==> src/rtl/peripheral_wb_pkg.sv <==
// rtl/peripheral_wb_pkg.sv - shared types and limits for the UART Wishbone bridge
// Contents: bridge FSM state enum, legal Wishbone data widths, read latency ceiling.
package peripheral_wb_pkg;

  typedef enum logic [2:0] {
    IDLE,
    STROBE,
    WAIT,
    RESP,
    RECOVER
  } uart_bridge_state_t;

  localparam int DW_NARROW      = 8;
  localparam int DW_WIDE        = 32;
  localparam int RD_LATENCY_MAX = 7;

endpackage

==> src/rtl/peripheral_uart_bridge_wb_gen_if.sv <==
// rtl/peripheral_uart_bridge_wb_gen_if.sv - Wishbone classic slave bus bundle
// Signals: wb_cyc_i/wb_stb_i/wb_we_i cycle controls, wb_sel_i byte select,
// wb_adr_i byte address, wb_dat_i write data, wb_dat_o read data,
// wb_ack_o/wb_err_o terminations. master drives requests, slave answers.
interface peripheral_uart_bridge_wb_gen_if #(
  parameter int DW = 8,
  parameter int AW = 3
);
  logic            wb_cyc_i;
  logic            wb_stb_i;
  logic            wb_we_i;
  logic [DW/8-1:0] wb_sel_i;
  logic [AW-1:0]   wb_adr_i;
  logic [DW-1:0]   wb_dat_i;
  logic [DW-1:0]   wb_dat_o;
  logic            wb_ack_o;
  logic            wb_err_o;

  modport master (
    output wb_cyc_i, wb_stb_i, wb_we_i, wb_sel_i, wb_adr_i, wb_dat_i,
    input  wb_dat_o, wb_ack_o, wb_err_o
  );

  modport slave (
    input  wb_cyc_i, wb_stb_i, wb_we_i, wb_sel_i, wb_adr_i, wb_dat_i,
    output wb_dat_o, wb_ack_o, wb_err_o
  );
endinterface

==> src/rtl/peripheral_uart_bridge_lane_wb.sv <==
// rtl/peripheral_uart_bridge_lane_wb.sv - combinational byte-lane decode and read-byte placement
// Inputs: adr/sel/dat (sampled bus request), lane_l (latched lane), rdata (register byte).
// Outputs: idx (register index), lane, bad (range or lane/sel error), wbyte, placed (rdata in lane_l).
module peripheral_uart_bridge_lane_wb
  import peripheral_wb_pkg::*;
#(
  parameter int DW       = 8,
  parameter int AW       = 3,
  parameter int NUM_REGS = 8,
  parameter int RAW      = $clog2(NUM_REGS),
  parameter int LW       = (DW == DW_WIDE) ? 2 : 1
) (
  input  logic [AW-1:0]   adr,
  input  logic [DW/8-1:0] sel,
  input  logic [DW-1:0]   dat,
  input  logic [LW-1:0]   lane_l,
  input  logic [7:0]      rdata,
  output logic [RAW-1:0]  idx,
  output logic [LW-1:0]   lane,
  output logic            bad,
  output logic [7:0]      wbyte,
  output logic [DW-1:0]   placed
);
  localparam int SW = DW / 8;

  logic sel_bad;

  // The byte address is the register index; the low bits double as the lane.
  assign idx = adr[RAW-1:0];
  assign bad = (int'(adr) >= NUM_REGS) || sel_bad;

  generate
    if (DW == DW_WIDE) begin : g_wide
      assign lane    = adr[LW-1:0];
      // Exactly the one byte lane addressed must be selected.
      assign sel_bad = (sel != (SW'(1) << lane));
      assign wbyte   = dat[{lane, 3'b000} +: 8];
      assign placed  = DW'(rdata) << {lane_l, 3'b000};
    end else begin : g_narrow
      logic unused_narrow;
      assign unused_narrow = ^{sel, lane_l};
      assign lane    = '0;
      assign sel_bad = 1'b0;
      assign wbyte   = dat[7:0];
      assign placed  = DW'(rdata);
    end
  endgenerate

endmodule

==> src/rtl/peripheral_uart_bridge_wb_gen.sv <==
// rtl/peripheral_uart_bridge_wb_gen.sv - Wishbone classic slave to UART byte register bridge
// Ports: clk, wb_rst_i (async active-high), wb (Wishbone slave bundle),
// reg_adr_o/reg_wdata_o/reg_rdata_i register side, reg_we_o/reg_re_o
// one-cycle strobes, busy_o high whenever the FSM is not idle.
module peripheral_uart_bridge_wb_gen
  import peripheral_wb_pkg::*;
#(
  parameter int DW         = DW_NARROW,
  parameter int AW         = 3,
  parameter int NUM_REGS   = 8,
  parameter int RD_LATENCY = 1,
  parameter int RAW        = $clog2(NUM_REGS)
) (
  input  logic                           clk,
  input  logic                           wb_rst_i,
  peripheral_uart_bridge_wb_gen_if.slave wb,
  output logic [RAW-1:0]                 reg_adr_o,
  output logic [7:0]                     reg_wdata_o,
  input  logic [7:0]                     reg_rdata_i,
  output logic                           reg_we_o,
  output logic                           reg_re_o,
  output logic                           busy_o
);
  localparam int SW = DW / 8;
  localparam int LW = (DW == DW_WIDE) ? 2 : 1;
  localparam int CW = $clog2(RD_LATENCY_MAX + 1);

  // Registered copies of the bus inputs; the FSM only looks at these.
  logic          cyc_s, stb_s, we_s;
  logic [SW-1:0] sel_s;
  logic [AW-1:0] adr_s;
  logic [DW-1:0] dat_s;

  uart_bridge_state_t state, state_n;
  logic [CW-1:0]      cnt, cnt_n;

  logic [RAW-1:0] idx;
  logic [LW-1:0]  lane, lane_l;
  logic           bad;
  logic [7:0]     wbyte;
  logic [DW-1:0]  placed, dat_q;
  logic           we_l, err_l, abort_l;
  logic           accept, capture, ack, err, we_o, re_o;

  peripheral_uart_bridge_lane_wb #(
    .DW(DW), .AW(AW), .NUM_REGS(NUM_REGS), .RAW(RAW), .LW(LW)
  ) u_lane (
    .adr(adr_s), .sel(sel_s), .dat(dat_s), .lane_l(lane_l), .rdata(reg_rdata_i),
    .idx(idx), .lane(lane), .bad(bad), .wbyte(wbyte), .placed(placed)
  );

  always_ff @(posedge clk or posedge wb_rst_i) begin
    if (wb_rst_i) begin
      cyc_s       <= 1'b0;
      stb_s       <= 1'b0;
      we_s        <= 1'b0;
      sel_s       <= '0;
      adr_s       <= '0;
      dat_s       <= '0;
      state       <= IDLE;
      cnt         <= '0;
      reg_adr_o   <= '0;
      reg_wdata_o <= '0;
      lane_l      <= '0;
      we_l        <= 1'b0;
      err_l       <= 1'b0;
      abort_l     <= 1'b0;
      dat_q       <= '0;
    end else begin
      cyc_s <= wb.wb_cyc_i;
      stb_s <= wb.wb_stb_i;
      we_s  <= wb.wb_we_i;
      sel_s <= wb.wb_sel_i;
      adr_s <= wb.wb_adr_i;
      dat_s <= wb.wb_dat_i;
      state <= state_n;
      cnt   <= cnt_n;
      if (accept) begin
        reg_adr_o   <= idx;
        lane_l      <= lane;
        we_l        <= we_s;
        reg_wdata_o <= wbyte;
        err_l       <= bad;
        abort_l     <= 1'b0;
      end else if ((state == STROBE || state == WAIT) && !cyc_s) begin
        // Master gave up: finish the register access but stay silent in RESP.
        abort_l <= 1'b1;
      end
      if (capture) dat_q <= placed;
    end
  end

  always_comb begin
    state_n = state;
    cnt_n   = cnt;
    accept  = 1'b0;
    capture = 1'b0;
    we_o    = 1'b0;
    re_o    = 1'b0;
    ack     = 1'b0;
    err     = 1'b0;
    case (state)
      IDLE: begin
        if (cyc_s && stb_s) begin
          accept  = 1'b1;
          state_n = bad ? RESP : STROBE;
        end
      end
      STROBE: begin
        we_o  = we_l;
        re_o  = ~we_l;
        cnt_n = CW'(RD_LATENCY);
        if (RD_LATENCY == 0) begin
          state_n = RESP;
          capture = ~we_l;
        end else begin
          state_n = WAIT;
        end
      end
      WAIT: begin
        cnt_n = cnt - CW'(1);
        if (cnt == CW'(1)) begin
          state_n = RESP;
          capture = ~we_l;
        end
      end
      RESP: begin
        ack     = ~abort_l & ~err_l;
        err     = ~abort_l & err_l;
        state_n = RECOVER;
      end
      RECOVER: state_n = IDLE;
      default: state_n = IDLE;
    endcase
  end

  assign reg_we_o    = we_o;
  assign reg_re_o    = re_o;
  assign busy_o      = (state != IDLE);
  assign wb.wb_ack_o = ack;
  assign wb.wb_err_o = err;
  assign wb.wb_dat_o = dat_q;

endmodule

==> src/flat_wrapper.sv <==
// flat-port wrapper written by rule: the top's interface ports become plain ports
module peripheral_uart_bridge_wb_gen_flat import peripheral_wb_pkg::*;
#(
  parameter int DW         = DW_NARROW,
  parameter int AW         = 3,
  parameter int NUM_REGS   = 8,
  parameter int RD_LATENCY = 1,
  parameter int RAW        = $clog2(NUM_REGS)
)
  (clk, wb_rst_i, reg_adr_o, reg_wdata_o, reg_rdata_i, reg_we_o, reg_re_o, busy_o, wb_wb_cyc_i, wb_wb_stb_i, wb_wb_we_i, wb_wb_sel_i, wb_wb_adr_i, wb_wb_dat_i, wb_wb_dat_o, wb_wb_ack_o, wb_wb_err_o);
  peripheral_uart_bridge_wb_gen_if #(.DW(DW), .AW(AW)) wb_i ();
  input  logic clk;
  input  logic wb_rst_i;
  output logic [RAW-1:0] reg_adr_o;
  output logic [7:0] reg_wdata_o;
  input  logic [7:0] reg_rdata_i;
  output logic reg_we_o;
  output logic reg_re_o;
  output logic busy_o;
  input wire logic [$bits(wb_i.wb_cyc_i)-1:0] wb_wb_cyc_i;
  input wire logic [$bits(wb_i.wb_stb_i)-1:0] wb_wb_stb_i;
  input wire logic [$bits(wb_i.wb_we_i)-1:0] wb_wb_we_i;
  input wire logic [$bits(wb_i.wb_sel_i)-1:0] wb_wb_sel_i;
  input wire logic [$bits(wb_i.wb_adr_i)-1:0] wb_wb_adr_i;
  input wire logic [$bits(wb_i.wb_dat_i)-1:0] wb_wb_dat_i;
  output wire logic [$bits(wb_i.wb_dat_o)-1:0] wb_wb_dat_o;
  output wire logic [$bits(wb_i.wb_ack_o)-1:0] wb_wb_ack_o;
  output wire logic [$bits(wb_i.wb_err_o)-1:0] wb_wb_err_o;
  assign wb_i.wb_cyc_i = wb_wb_cyc_i;
  assign wb_i.wb_stb_i = wb_wb_stb_i;
  assign wb_i.wb_we_i = wb_wb_we_i;
  assign wb_i.wb_sel_i = wb_wb_sel_i;
  assign wb_i.wb_adr_i = wb_wb_adr_i;
  assign wb_i.wb_dat_i = wb_wb_dat_i;
  assign wb_wb_dat_o = wb_i.wb_dat_o;
  assign wb_wb_ack_o = wb_i.wb_ack_o;
  assign wb_wb_err_o = wb_i.wb_err_o;
  peripheral_uart_bridge_wb_gen #(.DW(DW), .AW(AW), .NUM_REGS(NUM_REGS), .RD_LATENCY(RD_LATENCY), .RAW(RAW)) u_core (.clk(clk), .wb_rst_i(wb_rst_i), .wb(wb_i), .reg_adr_o(reg_adr_o), .reg_wdata_o(reg_wdata_o), .reg_rdata_i(reg_rdata_i), .reg_we_o(reg_we_o), .reg_re_o(reg_re_o), .busy_o(busy_o));
endmodule
==> config.mk <==
export PLATFORM = sky130hd
export DESIGN_NAME = peripheral_uart_bridge_wb_gen_flat
export DESIGN_NICKNAME = d
export VERILOG_FILES = /design/src/rtl/peripheral_wb_pkg.sv /design/src/rtl/peripheral_uart_bridge_wb_gen_if.sv /design/src/rtl/peripheral_uart_bridge_lane_wb.sv /design/src/rtl/peripheral_uart_bridge_wb_gen.sv /design/src/flat_wrapper.sv
export SDC_FILE = /design/constraint.sdc
export NUM_CORES = 1
export LEC_CHECK = 0
export CORE_MARGIN = 2
export CORE_UTILIZATION = 35
export CTS_BUF_LIST = sky130_fd_sc_hd__clkbuf_16
export CTS_CLUSTER_DIAMETER = 60
export DETAILED_ROUTE_END_ITERATION = 8
export GPL_ROUTABILITY_DRIVEN = 1
export MAX_ROUTING_LAYER = met4
export PLACE_DENSITY_LB_ADDON = 0.2
export RECOVER_POWER = 100
export SYNTH_ARGS = -nofsm -noshare
export SYNTH_HDL_FRONTEND = slang
export SYNTH_SLANG_ARGS = --single-unit
==> constraint.sdc <==
create_clock -name clk -period 2.2 [get_ports clk]
set_clock_uncertainty 0.05 [all_clocks]
set_input_delay 0.44 -clock clk [delete_from_list [all_inputs] [get_ports clk]]
set_output_delay 0.44 -clock clk [all_outputs]
set_load 0.005 [all_outputs]
=== Word level (Yosys, flattened, before mapping) ===
Index checks and enable logic that the tools add are counted.

* Bits in registers: 41
* Latch bits: 0
* Bits in writable memories: 0
* ROM bits: 0
* Output and inout port bits: 24
* Word-level logic and storage cells: 43
* Memories kept: 0

* Add/sub/neg operators: 1
* $mul: 0
* Div/mod/pow operators: 0
* $lt $le $gt $ge: 0
* Equal/unequal tests: 6
* Shift-type cells: 0
* Mux-type cells: 13
* Bitwise operators: 2
* Reductions and logical operators: 9

{| class="wikitable"
|+ Operators by type and width
! kind !! count
|-
| $pmux 3 s4 || 1
|-
| $mux 1 || 9
|-
| $eq 3x1->1 const B || 2
|-
| $eq 3x2->1 const B || 2
|-
| $mux 3 || 2
|-
| $pmux 3 s2 || 1
|-
| $reduce_bool 2->1 || 2
|-
| $logic_not 3->1 || 1
|-
| $reduce_bool 3->1 || 1
|-
| $sub 3x1->3 const B || 1
|-
| $logic_and 1x1->1 || 2
|-
| $ne 2x1->1 const B || 1
|-
| $ne 2x2->1 const B || 1
|-
| $not 1->1 || 2
|-
| $reduce_and 2->1 || 1
|-
| $logic_not 1->1 || 1
|-
| $logic_or 1x1->1 || 1
|}

=== Logic depth before layout (Yosys ltp) ===
* Word-level depth: 5
* Mapped depth: 5

=== Cells and area by module ===
From an unflattened synthesis, not the netlist that was laid out.

* Cells, all modules: 132
* Area, all modules: 1,859.3 µm²

{| class="wikitable"
|+ Modules (own cells, without submodules)
! module !! instances !! cells an instance !! area each (µm²) !! seq. area each (µm²)
|-
| peripheral_uart_bridge_wb_gen || 1 || 110 || 1,697.9 || 1,101.1
|-
| peripheral_uart_bridge_lane_wb || 1 || 22 || 161.4 || 0.0
|}

=== Least setup slack after synthesis ===
No wires, ideal clock.

* Path kind: reg2reg
* Start point: register u_core.state[0]
* End point: register u_core.reg_adr_o[0]
* Data arrival time: 1,342 ps
* Slack: 683 ps
* Stages on the path, launching flop included: 5
* Path buffers: 1
* Clock period less this slack: 1,517 ps
* Cells stage by stage: dfrtp_1 > or3_4 > nor2_8 > buf_12 > mux2_4

* Longest elaborated chain between the ends: 2

{| class="wikitable"
|+ RTL lines
! element !! line !! source
|-
| from (decl) || peripheral_uart_bridge_wb_gen.sv:34 || <nowiki>uart_bridge_state_t state, state_n;</nowiki>
|-
| from (signal assigned) || peripheral_uart_bridge_wb_gen.sv:76 || <nowiki>state <= state_n;</nowiki>
|-
| $logic_not 3->1 || peripheral_uart_bridge_wb_gen.sv:102 || <nowiki>case (state)</nowiki>
|-
| $mux 1 || peripheral_uart_bridge_wb_gen.sv:102 ||
|-
| to (signal assigned) || peripheral_uart_bridge_wb_gen.sv:79 || <nowiki>reg_adr_o <= idx;</nowiki>
|-
| to (decl) || peripheral_uart_bridge_wb_gen.sv:17 || <nowiki>output logic [RAW-1:0] reg_adr_o,</nowiki>
|}

Every way passes these cells.
A chain may end at the register's enable or synchronous reset.

=== Worst setup path after layout ===
* Start point: register u_core.state[0]
* End point: output busy_o

* Longest elaborated chain between the ends: 1

{| class="wikitable"
|+ RTL lines
! element !! line !! source
|-
| $reduce_bool 3->1 || peripheral_uart_bridge_wb_gen.sv:139 || <nowiki>assign busy_o = (state != IDLE);</nowiki>
|-
| to (decl) || flat_wrapper.sv:19 || <nowiki>output logic busy_o;</nowiki>
|}

Every way passes these cells.

==> out/results.tsv <==
stage	metric	value	unit
outcome	outcome	finished, final reports clean	
cts	Post-CTS Hold Fix Bufs	0	
cts	clk slew on worst S/H paths	0.05	ns
cts	CTS root buf	clkbuf_16	
yosys	Mapped Area	1580	sq um
sta	pins over their slew limit	0	
sta	maximum clock frequency	474	MHz
yosys	area leader, netlist	dfrtp_1	
global_routing	Tot GR Track Use	13.4	%
pwr	pwr dens	1280	nW/um^2
global_routing	remaining global-route overflow	0	
cells_and_area	Filler Cell Count	363	
sta	period utilisation layout	95.9	%
cells_and_area	final design area excluding fillers	2260	sq um
sta	Tmin final	2.11	ns
cells_and_area	share of cells above drive strength 1	22.2	%
sta	Worst-Margin Slew	0.957	ns
cts	CTS tree	yes	
cts	clk_lat worst skew	0.28	ns
cts	Clock Path Buffers	2	
placed_design	GP Congestion	0.766	
route	top sig layer	met4	
floorplan	Die Area	5060	sq um
route	Post-Route WL	2910	um
cells_and_area	number of nets in the layout	189	
cells_and_area	Area Overhead vs Synth	43.1	%
route	DR iter-0 viols	43	
global_routing	initial antenna violation count	0	
route	via count	968	
global_routing	first-pass GRT wire length	4930	um
worst_setup_path	CP endpoint kind	output port	
cells_and_area	antenna cells	0	
pwr	Power Total	2900	uW
route	drt pass-1 iters	4	
yosys	Synth area leaders	dfrtp_1 65%, mux2_4 8.6%, mux2_2 7.8%	
placed_design	placed insts	197	
route	WL met3	141	um
cts	# clock sinks	41	
yosys	Mapped Cells	102	
route	WL/cell	13.6	um
floorplan	row count	24	
cts	Num CTS Buffers	5	
global_routing	pin count of the biggest net entering global routing	42	
pwr	Static Leak	0.000998	uW
route	drc violations	0	
route	met2 wire length	1460	um
yosys	Yosys warnings	0	
floorplan	Initial Utilization	36.3	%
worst_setup_path	startpoint class of the critical path	flop	
floorplan	die height	71.2	um
sta	Setup-failing EPs final	0	
sta	RSZ-0062 raised after global routing	no	
yosys	Yosys reg bits	41	
placed_design	pre-CTS setup slack	0.165	ns
worst_setup_path	critical-path maximum fanout	8	
floorplan	Die Width	71.2	um
placed_design	DP HPWL	1950	um
pwr	Max IR drop VDD	675	uV
placed_design	IO Port Bufs	46	
floorplan	# IOs	49	
route	Post-DRT Antenna Nets	0	
yosys	post-synth top area share	65.0	%
yosys	synthesized area per cell	15.5	sq um
yosys	post-synth cell types	29	
yosys	register area share after synthesis	65.0	%
hold_path	HP Class	flop to flop	
sta	final hold viol count	0	
worst_setup_path	Req. time, crit path	1.71	ns
global_routing	number of global-route vias before repair	1002	
cts	H-tree Lvls	2	
worst_setup_path	critical path class	flop to output port	
route	Post-Route M1 WL	1250	um
job	MaxCap Viol Count	0	
floorplan	Core Region	4350	sq um
cells_and_area	fin cells	214	
route	via/cell ratio	4.52	
sta	TNS Setup	0	ns
sta	slew margin rel.	36.2	%
yosys	Syn Nets	129	
sta	worst setup margin	0.0906	ns
placed_design	Post-DP Area	2080	sq um
worst_setup_path	Worst Path Arrival	1.62	ns
[cell usage in the layout (no fill, tap or decap), drive strengths merged, types with 2 or more instances in the layout]
cell type	synthesis	routed
dlygate4sd3	0	34
nand2	2	2
nor3b	2	2
nor4b	2	2
inv	5	6
nor2	3	3
a21oi	5	5
mux2	20	20
clkdlybuf4s50	0	12
clkbuf	1	7
ha	2	2
buf	4	10
o21ai	2	2
dfrtp	41	41
[metal layers]
layer	global-route usage, %	up-vias
met5	-	-
met4	6.29	0
met3	5.13	6
met2	19.8	23
met1	16.1	470
li1	-	469
[cell type report]
cell class	count	area [sq um]	share of cell area, %
clock buffers	5	125	5.54
multi-input cells	51	465	20.6
well taps	52	65.1	2.88
inverters	5	18.8	0.831
repair buffers	58	548	24.3
flip-flops and latches	41	1030	45.6
clock inverters	2	7.51	0.332
[stage by stage]
| stage | hold WS, ns | util (%) |
|---|---|---|
| 2_1_floorplan | 0.404 | - |
| 3_3_place_gp | 0.409 | 47.7 |
| 3_5_place_dp | 0.413 | 47.7 |
| 4_1_cts | 0.425 | 51.2 |
| 5_1_grt | 0.423 | 51.9 |
| 6_report | 0.406 | 51.9 |
[state kept, by name, summed over array words and instances (netlist names)]
signal              flops
u_core.wb.wb_dat_o      8
u_core.reg_adr_o        3
u_core.reg_wdata_o      8
u_core.abort_l          1
u_core.we_l             1
u_core.state            3
u_core.we_s             1
u_core.stb_s            1
u_core.cnt              3
u_core.adr_s            3
u_core.dat_s            8
u_core.cyc_s            1
[power by group]
| group | switching [uW] | internal, uW |
|---|---|---|
| combinational | 384 | 680 |
| sequential | 161 | 1020 |
| clock | 255 | 405 |
| total | 800 | 2100 |
[path summary, 6_finish.rpt]
kind | start | to | slack (ns) | depth (start not counted)
max | u_core.state[0]$_DFFE_PP0P_ | busy_o | 0.09 | 2
min | u_core.we_s$_DFF_PP0_ | u_core.we_l$_DFFE_PP0P_ | 0.41 | 1
max reg2reg | u_core.cnt[1]$_DFFE_PP0P_ | u_core.wb.wb_dat_o[2]$_DFFE_PP0P_ | 0.35 | 5
min reg2reg | u_core.we_s$_DFF_PP0_ | u_core.we_l$_DFFE_PP0P_ | 0.41 | 1
max in group asynchronous | wb_rst_i | u_core.state[2]$_DFFE_PP0P_ | 0.58 | 3
min in group asynchronous | wb_rst_i | u_core.wb.wb_dat_o[5]$_DFFE_PP0P_ | 0.86 | 3
[worst max-delay path, cell delays in order, from the launching register on]
cell             delay (ns)
dfrtp_2                0.45
or3_4                  0.44
clkdlybuf4s50_1        0.46
[cell usage after synthesis (all sizes together)]
| cell type | number |
|---|---|
| or3 | 1 |
| o22ai | 1 |
| nor4bb | 1 |
| dfrtp | 41 |
| inv | 5 |
| a21oi | 5 |
| nand3 | 1 |
| nor4b | 2 |
| and3b | 1 |
| and2 | 1 |
| nand2 | 2 |
| o21ai | 2 |
| nor3b | 2 |
| o32ai | 1 |
| o22a | 1 |
| mux2 | 20 |
| clkbuf | 1 |
| xnor2 | 1 |
| a21boi | 1 |
| nor2b | 1 |
| conb | 1 |
| ha | 2 |
| nor2 | 3 |
| nand4b | 1 |
| buf | 4 |
[kinds of logic (layout without fill, tap and decap cells)]
| group | after synthesis | after routing | synth area share (%) |
|---|---|---|---|
| adder cells (fa/ha/maj) | 2 | 2 | 1.58 |
| AND/OR/NAND/NOR | 16 | 16 | 8.24 |
| AO/OA/AOI/OAI | 11 | 11 | 4.20 |
| other | 1 | 1 | 0.237 |
| buffers and inverters | 10 | 70 | 3.80 |
| multiplexers | 20 | 20 | 16.4 |
| flip-flops | 41 | 41 | 65.0 |
| XOR/XNOR | 1 | 1 | 0.555 |
[timing repair]
action / in CTS / in global routing
setup endpoints to repair: 3 / 2
resized for setup: 3 / 1
pin swaps: 0 / 0
buffers inserted: 2 / 8
No activity file was read; power rests on OpenSTA's default activity.
